[src/rtl/jtag_host.sv]
// JTAG host: walks the target TAP through one IR scan and one DR scan
// per command, returning the bits captured from tdo during the DR scan.
module jtag_host #(
    parameter int TCK_HALF = 2,
    parameter int IR_LEN   = 3,
    parameter int DR_LEN   = 8
) (
    input  logic              clk,
    input  logic              aclr_n,
    input  logic              cmd_valid,
    output logic              cmd_ready,
    input  logic [IR_LEN-1:0] cmd_op,
    input  logic [DR_LEN-1:0] cmd_data,
    output logic              rsp_valid,
    output logic [DR_LEN-1:0] rsp_data,
    output logic              jtag_tck,
    output logic              jtag_tms,
    output logic              jtag_tdi,
    input  logic              jtag_tdo
);

    localparam int MAXL = (IR_LEN > DR_LEN) ?
        ((IR_LEN > 6) ? IR_LEN : 6) : ((DR_LEN > 6) ? DR_LEN : 6);
    localparam int CW = $clog2(MAXL);

    typedef enum logic [3:0] {
        INIT, IDLE, SEL_DR, SEL_IR, CAP_IR, SH_IR,
        EX1_IR, UPD_IR, CAP_DR, SH_DR, EX1_DR, UPD_DR
    } tap_e;

    tap_e              state;
    tap_e              state_nx;
    logic [7:0]        div;
    logic              run;
    logic              in_cmd;
    logic              ir_done;
    logic [CW-1:0]     cnt;
    logic [IR_LEN-1:0] op_sh;
    logic [DR_LEN-1:0] data_sh;
    logic [DR_LEN-1:0] cap;
    logic              tick;
    logic              rise;
    logic              fall;
    logic              accept;
    logic              tms_nx;
    logic              tdi_nx;

    assign tick   = run && (div == 8'(TCK_HALF - 1));
    assign rise   = tick && !jtag_tck;
    assign fall   = tick && jtag_tck;
    assign accept = cmd_valid && cmd_ready;

    always_ff @(posedge clk or negedge aclr_n) begin
        if (!aclr_n) state <= INIT;
        else         state <= state_nx;
    end

    // TAP follows the tms value presented at each tck rise
    always_comb begin
        state_nx = state;
        if (rise) begin
            unique case (state)
                INIT:          if (cnt == CW'(5)) state_nx = IDLE;
                IDLE:          if (jtag_tms) state_nx = SEL_DR;
                SEL_DR:        state_nx = jtag_tms ? SEL_IR : CAP_DR;
                SEL_IR:        state_nx = jtag_tms ? INIT : CAP_IR;
                CAP_IR, SH_IR: state_nx = jtag_tms ? EX1_IR : SH_IR;
                EX1_IR:        state_nx = jtag_tms ? UPD_IR : SH_IR;
                UPD_IR:        state_nx = jtag_tms ? SEL_DR : IDLE;
                CAP_DR, SH_DR: state_nx = jtag_tms ? EX1_DR : SH_DR;
                EX1_DR:        state_nx = jtag_tms ? UPD_DR : SH_DR;
                UPD_DR:        state_nx = jtag_tms ? SEL_DR : IDLE;
                default:       state_nx = INIT;
            endcase
        end
    end

    // tms/tdi for the tck cycle whose rise happens in the current state
    always_comb begin
        tms_nx = 1'b0;
        tdi_nx = 1'b0;
        unique case (state)
            INIT:                        tms_nx = cnt < CW'(5);
            IDLE, EX1_IR, UPD_IR, EX1_DR: tms_nx = 1'b1;
            SEL_DR:                      tms_nx = !ir_done;
            SH_IR: begin
                tms_nx = cnt == CW'(IR_LEN - 1);
                tdi_nx = op_sh[0];
            end
            SH_DR: begin
                tms_nx = cnt == CW'(DR_LEN - 1);
                tdi_nx = data_sh[0];
            end
            default: ;
        endcase
    end

    always_ff @(posedge clk or negedge aclr_n) begin
        if (!aclr_n) begin
            div       <= '0;
            jtag_tck  <= 1'b0;
            jtag_tms  <= 1'b1;
            jtag_tdi  <= 1'b0;
            cmd_ready <= 1'b0;
            rsp_valid <= 1'b0;
            rsp_data  <= '0;
            run       <= 1'b1;
            in_cmd    <= 1'b0;
            ir_done   <= 1'b0;
            cnt       <= '0;
            op_sh     <= '0;
            data_sh   <= '0;
            cap       <= '0;
        end else begin
            rsp_valid <= 1'b0;
            if (accept) begin
                cmd_ready <= 1'b0;
                run       <= 1'b1;
                in_cmd    <= 1'b1;
                ir_done   <= 1'b0;
                div       <= '0;
                op_sh     <= cmd_op;
                data_sh   <= cmd_data;
                jtag_tms  <= tms_nx;
                jtag_tdi  <= 1'b0;
            end else if (run) begin
                div <= tick ? 8'd0 : div + 8'd1;
                if (rise) begin
                    jtag_tck <= 1'b1;
                    unique case (state)
                        INIT:
                            cnt <= (cnt == CW'(5)) ? '0 : cnt + CW'(1);
                        SH_IR, SH_DR:
                            cnt <= jtag_tms ? '0 : cnt + CW'(1);
                        default:
                            cnt <= '0;
                    endcase
                    if (state == UPD_IR) ir_done <= 1'b1;
                    if (state == SH_IR) op_sh <= op_sh >> 1;
                    if (state == SH_DR) begin
                        data_sh <= data_sh >> 1;
                        cap     <= {jtag_tdo, cap[DR_LEN-1:1]};
                    end
                end
                if (fall) begin
                    jtag_tck <= 1'b0;
                    if (state == IDLE) begin
                        run       <= 1'b0;
                        cmd_ready <= 1'b1;
                        in_cmd    <= 1'b0;
                        rsp_valid <= in_cmd;
                        jtag_tdi  <= 1'b0;
                        if (in_cmd) rsp_data <= cap;
                    end else begin
                        jtag_tms <= tms_nx;
                        jtag_tdi <= tdi_nx;
                    end
                end
            end
        end
    end

endmodule

[config.mk]
export PLATFORM = sky130hd
export DESIGN_NAME = jtag_host
export DESIGN_NICKNAME = d
export VERILOG_FILES = /design/src/rtl/jtag_host.sv
export SDC_FILE = /design/constraint.sdc
export NUM_CORES = 1
export LEC_CHECK = 0
export ABC_CLOCK_PERIOD_IN_PS = 4480
export CAP_MARGIN = 20
export CORE_MARGIN = 1.5
export CORE_UTILIZATION = 60
export DETAILED_ROUTE_END_ITERATION = 8
export PLACE_DENSITY_LB_ADDON = 0.3
export RECOVER_POWER = 50
export SYNTH_ARGS = -nofsm -noshare
export SYNTH_HDL_FRONTEND = slang
export SYNTH_SLANG_ARGS = --single-unit
[constraint.sdc]
create_clock -name clk -period 4.48 [get_ports clk]
set_input_delay 0.448 -clock clk [delete_from_list [all_inputs] [get_ports clk]]
set_output_delay 0.448 -clock clk [all_outputs]
set_load 0.05 [all_outputs]
==> summary.txt, run 1 <==
Timing
  – Final Slew Violations: 0
  – Setup Skew: 0.00967 ns
  – RSZ-0062 raised after global routing: false
  – Min Tclk post-route: 2.47 ns
  – Relative slew slack: 0.456
  – Fmax achieved: 404 MHz
  – Worst-margin pin slew: 0.812 ns
  – Number of setup violations in the final report: 0
  – Share of the cycle needed by the critical path after routing: 0.552
  – Setup TNS: 0 ns
  – Hold Fails Final Rpt: 0

CTS
  – CTS clk-pin slew, worst paths: 0.09 ns
  – Clock Sinks: 50
  – Clk_lat worst skew: 0.31 ns
  – Clk buf depth: 2
  – CTS root buf: clkbuf_8
  – TritonCTS clock tree: built
  – CTS Buf Count: 5
  – H-Tree Depth: 2

Drt
  – Routed WL: 4780 um
  – Drt pass-1 iters: 6
  – Initial DRC count: 111
  – # DRC: 0
  – WL/cell: 15.1 um
  – Via-per-instance ratio: 5.78
  – Routed Antenna Nets: 0
  – Vias: 1826

Floorplan
  – Die Area: 4680 um2
  – Chip width: 68.4 um
  – Die height: 68.4 um
  – Core footprint: 4060 um2
  – Initial Utilization: 0.632
  – IO Pins: 28
  – Rows: 23

Power
  – Power Density: 510 nW/um2
  – Leak: 0.00138 uW
  – Total power: 1510 uW
  – VDD IR max: 343 uV

Worst setup path
  – Crit-path leading delay family: simple AND/OR/NAND/NOR gates
  – Endpoint class of the critical path: flip-flop
  – CP Max Fanout: 8
  – Worst path arrival time: 2.67 ns
  – Crit Path Category: flip-flop to flip-flop
  – CP bufs+invs: 1
  – Crit-path cells: inv_1 > ha_1 > nor3b_1 > nand3_1 > or4_1 > mux2_4
  – Startpoint Class: flip-flop
  – Crit-path slowest cell: or4_1
  – Max incr delay on CP: 0.74 ns
  – WP data required: 4.67 ns

Synthesis
  – Synth cell count leaders: 48 x dfrtp_1, 42 x nand2_1, 17 x mux2_2
  – Total number of yosys warnings: 0
  – Synth area leaders: dfrtp_1 47%, mux2_2 7.5%, nand2_1 6.1%
  – Syn avg cell area: 10.6 um2
  – Sequential fraction of the synthesis area: 0.489
  – Main flop type after synthesis: dfrtp_1
  – FFs w/ async S/R, synth: 1.00
  – Yosys top cell area share: 0.468
  – Yosys cell types: 54
  – Synth Instances: 241
  – Syn_nets: 260
  – Cell taking the most area after synthesis: dfrtp_1
  – Top-count cell post-synth: dfrtp_1
  – Post-synth EDFFs: 0
  – Post-Syn Area: 2560 um2
  – FF+latch count, synth: 50

Placement
  – GP Congestion: 0.831
  – DP HPWL: 3430 um
  – Port Buffer Count: 27

Global routing
  – Gr usage total: 0.225
  – Largest net degree at the start of global routing: 51
  – First-pass GRT wire length: 7680 um
  – Global route overflow: 0
  – Vias in the first global route: 1669
  – Initial antenna violation count: 0

Final layout
  – FILL cells: 292
  – Share of cells above drive strength 1: 0.188
  – # diodes: 0
  – Final nets: 284
  – Syn-to-layout area delta: 15.2%

Status
  – Status: finished, final reports clean

Hold path
  – Worst min path class: flip-flop to flip-flop

Flow run
  – Max Cap Viol: 0
where the power goes:
part	total (uW)	leakage, uW	internal (uW)	switching (uW)
Clock	279	0.0000478	127	151
Combinational	532	0.000680	247	285
Sequential	697	0.000656	568	130
cells by family (layout without fill, tap and decap cells):
logic type,after synthesis,count (layout),share of synthesized area
AO/OA/AOI/OAI,46,46,0.122
buffers and inverters,20,45,0.0366
adder cells (fa/ha/maj),4,4,0.0195
AND/OR/NAND/NOR,88,88,0.182
XOR/XNOR,4,4,0.0137
flip-flops,50,50,0.489
multiplexers,29,29,0.137
worst register-to-register path: cells and delay by family (launching register included):
kind	cells	cell delay (ns)
buffers and inverters	1	0.07
and+or+nand+nor	3	1.33
adders and majority gates	1	0.17
muxes	1	0.39
DFF	1	0.41
flip-flops by register name, indices dropped and copies added, names as in the netlist:
register   flops
cap            8
data_sh        8
div            8
rsp_data       8
state          4
cnt            3
op_sh          3
cmd_ready      1
in_cmd         1
ir_done        1
jtag_tck       1
jtag_tdi       1
jtag_tms       1
rsp_valid      1
run            1
worst paths after layout:
path / depth (start not counted) / end / slack, ns / start
max in group asynchronous: 3 / run / 3.27 / aclr_n
min in group asynchronous: 2 / op_sh[2] / 0.58 / aclr_n
max: 6 / rsp_data[3] / 2.01 / div[1]
min: 2 / ir_done / 0.49 / ir_done
max reg2reg: 6 / rsp_data[3] / 2.01 / div[1]
min reg2reg: 2 / ir_done / 0.49 / ir_done
area by class of cell:
type | instances | area [um2] | share of cell area
clock inverters | 2 | 16.3 | 0.00550
flip-flops and latches | 50 | 1250 | 0.424
clock buffers | 6 | 82.6 | 0.0279
multi-input cells | 171 | 1220 | 0.412
well taps | 50 | 62.6 | 0.0212
inverters | 8 | 30.0 | 0.0102
repair buffers | 29 | 294 | 0.0995
placed cells by master, fill, tap and decap left out, drive strengths merged, types with 3 or more instances in the layout:
master | synthesis | final
nor3b | 5 | 5
or4 | 3 | 3
a21oi | 5 | 5
nand2 | 42 | 42
dlygate4sd3 | 0 | 4
inv | 8 | 9
mux2i | 4 | 4
clkdlybuf4s50 | 0 | 23
nand3 | 6 | 6
clkbuf | 7 | 7
dfrtp | 48 | 48
nand4 | 3 | 3
o211ai | 4 | 4
nor2b | 4 | 4
ha | 4 | 4
nor2 | 6 | 6
a21o | 6 | 6
mux2 | 25 | 25
o22ai | 6 | 6
and3 | 4 | 4
o21ai | 13 | 13
per-layer routing:
layer | global-route usage | wire length, um | part of all wire
met1 | 0.296 | 2230 | 0.47
met2 | 0.369 | 2320 | 0.49
met3 | 0.0543 | 172 | 0.036
met4 | 0.0675 | 55 | 0.012
met5 | 0 | 0 | 0
timing repair:
| action | in CTS | in global routing |
|---|---|---|
| hold buffers | 0 | 1 |
| resized for setup | 0 | 0 |
| setup buffers | 0 | 0 |
| hold endpoints to repair | 0 | 6 |
through the flow:
stage / area, um2 / utilization / hold WS, ns / setup WS [ns] / instances
2_1_floorplan: 2560 / - / 0.152 / 2.47 / 241
3_3_place_gp: 2830 / 0.697 / 0.460 / 1.90 / 306
3_5_place_dp: 2830 / 0.697 / 0.464 / 1.84 / 306
4_1_cts: 2930 / 0.722 / 0.376 / 2.01 / 314
5_1_grt: 2960 / 0.728 / 0.499 / 1.90 / 316
6_report: 2960 / 0.728 / 0.487 / 2.01 / 316
Note: power is estimated with default switching activity, not from simulation.
==> inputs of run 2 (changes only) <==
Settings changed: ABC_CLOCK_PERIOD_IN_PS 4480 to 2530, CORE_UTILIZATION 60 to 56.
Clock period 4.48 ns to 2.53 ns, I/O delays scaled along.
==> run 2 against run 1 <==
Compared with the run above:
- cell count rose by 2.8%
- total power rose by 78%
- clock skew fell by 0.00072 ns
- critical path depth did not move
- register-to-register slack got worse by 1.8 ns
- cell area rose by 1.3%
- via count rose by 3.0%
- sequential share of layout area fell by 0.53 points
- worst setup slack got worse by 1.8 ns
- non-clock buffer count rose by 7
- largest power group unchanged
==> summary.txt, run 2 (synthesis results as in run 1) <==
Worst setup path
  – Reg2reg path depth: 6 (unchanged)
  – Worst r2r dst: rsp_data[5]
  – Worst Setup SP: div[1]
  – Startpoint Class: flip-flop
  – R2r setup slk: 0.17 ns (-1.84 ns)
  – Reg2Reg Launch Point: div[1]
  – WP data required: 2.72 ns (-1.95 ns)
  – Critical path endpoint: rsp_data[5]
  – CP Max Fanout: 8 (unchanged)
  – Endpoint class of the critical path: flip-flop
  – Crit Path Category: flip-flop to flip-flop
  – Worst path arrival time: 2.55 ns (-0.12 ns)

Placement
  – GP Congestion: 0.934 (+12%)
  – Post-DP Area: 2890 um2 (+2.2%)
  – Port Buffer Count: 27 (unchanged)
  – DP HPWL: 3570 um (+4.2%)

CTS
  – Post-CTS setup buffers: 0 (unchanged)
  – Clk buf depth: 2 (unchanged)
  – TritonCTS clock tree: built
  – CTS Buf Count: 5 (unchanged)
  – CTS clk-pin slew, worst paths: 0.10 ns (about the same)
  – CTS root buf: clkbuf_8
  – Clock Sinks: 50 (unchanged)
  – H-Tree Depth: 2 (unchanged)
  – Clk_lat worst skew: 0.30 ns (about the same)

Timing
  – Hold Fails Final Rpt: 0 (unchanged)
  – RSZ-0062 raised after global routing: false
  – Relative slew slack: 0.0517 (-0.404)
  – Min Tclk post-route: 2.36 ns (-0.111 ns)
  – Share of the cycle needed by the critical path after routing: 0.934 (+0.382)
  – Hold slack: 0.285 ns (-0.202 ns)
  – Setup TNS: 0 ns (unchanged)
  – Setup Skew: 0.00895 ns (-0.000717 ns)
  – Fmax achieved: 423 MHz (+4.7%)
  – Worst-margin pin slew: 1.42 ns (+0.610 ns)
  – Final Slew Violations: 0 (unchanged)
  – Number of setup violations in the final report: 0 (unchanged)

Floorplan
  – Chip width: 70.7 um (+3.4%)
  – Rows: 24 (+4.3%)
  – Core footprint: 4380 um2 (+8.0%)
  – IO Pins: 28 (unchanged)
  – Die height: 70.7 um (+3.4%)
  – Die Area: 4990 um2 (+6.8%)
  – Initial Utilization: 0.585 (-0.0471)

Global routing
  – Gr usage total: 0.215 (-0.00997)
  – Initial antenna violation count: 0 (unchanged)
  – Vias in the first global route: 1883 (+13%)
  – Largest net degree at the start of global routing: 29 (-43%)
  – Global route overflow: 0 (unchanged)
  – First-pass GRT wire length: 8690 um (+13%)

Power
  – Total power: 2680 uW (+78%)
  – Leak: 0.00141 uW (+1.6%)
  – Power Density: 897 nW/um2 (+76%)
  – VDD IR max: 596 uV (+74%)

Final layout
  – # diodes: 0 (unchanged)
  – Share of cells above drive strength 1: 0.205 (+0.0172)
  – FILL cells: 348 (+19%)
  – Commonest cells after routing, fill and taps aside: 48 x dfrtp_1, 42 x nand2_1, 21 x clkdlybuf4s50_1
  – Syn-to-layout area delta: 16.7%
  – Commonest non-fill, non-tap cell in the layout: dfrtp_1
  – Final nets: 291 (+2.5%)
  – Final Instance Area: 2990 um2 (+1.3%)

Drt
  – Routed WL: 4890 um (+2.4%)
  – Vias: 1881 (+3.0%)
  – Via-per-instance ratio: 5.79 (+0.16%)
  – WL/cell: 15.1 um (-0.47%)
  – Routed Antenna Nets: 0 (unchanged)
  – # DRC: 0 (unchanged)
  – Drt pass-1 iters: 4 (-2)
  – Initial DRC count: 126 (+14%)

Hold path
  – Worst min path class: primary input to async pin

Status
  – Status: finished, final reports clean

Flow run
  – Max Cap Viol: 0 (unchanged)
-- run 2: changes by cell type in the layout (fill, tap and decap cells not counted), moves of 2 or more --
cell	delta
dlygate4sd3_1	+2
buf_4	+6
clkbuf_1	+2
clkdlybuf4s50_1	-2
-- run 2: area by class of cell --
cell class                      count  area, um2  area share
Timing Repair Buffer               36        327       0.109
Clock inverter                      3       23.8     0.00794
Tap cell                           52       65.1      0.0217
Clock buffer                        5       68.8      0.0230
Sequential cell                    50       1250       0.419
Inverter                            8       30.0      0.0100
Multi-Input combinational cell    171       1220       0.409
-- run 2: routing by layer --
| metal | global-route usage | routed length (um) | vias to the layer above |
|---|---|---|---|
| li1 | - | - | 920 |
| met5 | 0 | 0 | - |
| met3 | 0.0427 | 223 | 2 |
| met1 | 0.303 | 2310 | 913 |
| met4 | 0.0440 | 16 | 0 |
| met2 | 0.353 | 2340 | 46 |
-- run 2: critical path, cell delays in order (launching register included) --
cell,delay (ns)
dfrtp_1,0.41
inv_1,0.06
ha_1,0.14
nor3b_1,0.40
nand3_1,0.12
or4_1,0.75
mux2_4,0.38
-- run 2: what timing repair did --
| action | CTS | global route |
|---|---|---|
| hold buffers | 1 | 0 |
| gates resized for setup | 0 | 1 |
| endpoints found under the hold margin | 21 | 0 |
| setup endpoints to repair | 0 | 1 |
-- run 2: metrics by stage --
step                setup WS (ns)  utilization  std cells
floorplan                   0.518            -        241
global placement            0.263        0.660        316
detailed placement          0.199        0.660        316
CTS                         0.192        0.683        325
global route               0.0270        0.683        325
finish                      0.168        0.683        325
-- run 2: where the power goes --
part	total [uW]	leakage, uW	internal (uW)	switching [uW]
Clock	471	0.0000408	198	273
Sequential	1220	0.000656	1000	219
Combinational	988	0.000710	465	523
-- run 2: worst min path at each step --
stage	startpoint	end	slack, ns	cells after the start
after CTS	aclr_n	op_sh[2]	0.25	2
after floorplan	aclr_n	cap[0]	-0.04	0
after global routing	aclr_n	op_sh[2]	0.29	2
final	aclr_n	op_sh[2]	0.29	2
after detailed placement	aclr_n	op_sh[2]	0.06	1
after global placement	aclr_n	op_sh[2]	0.06	1
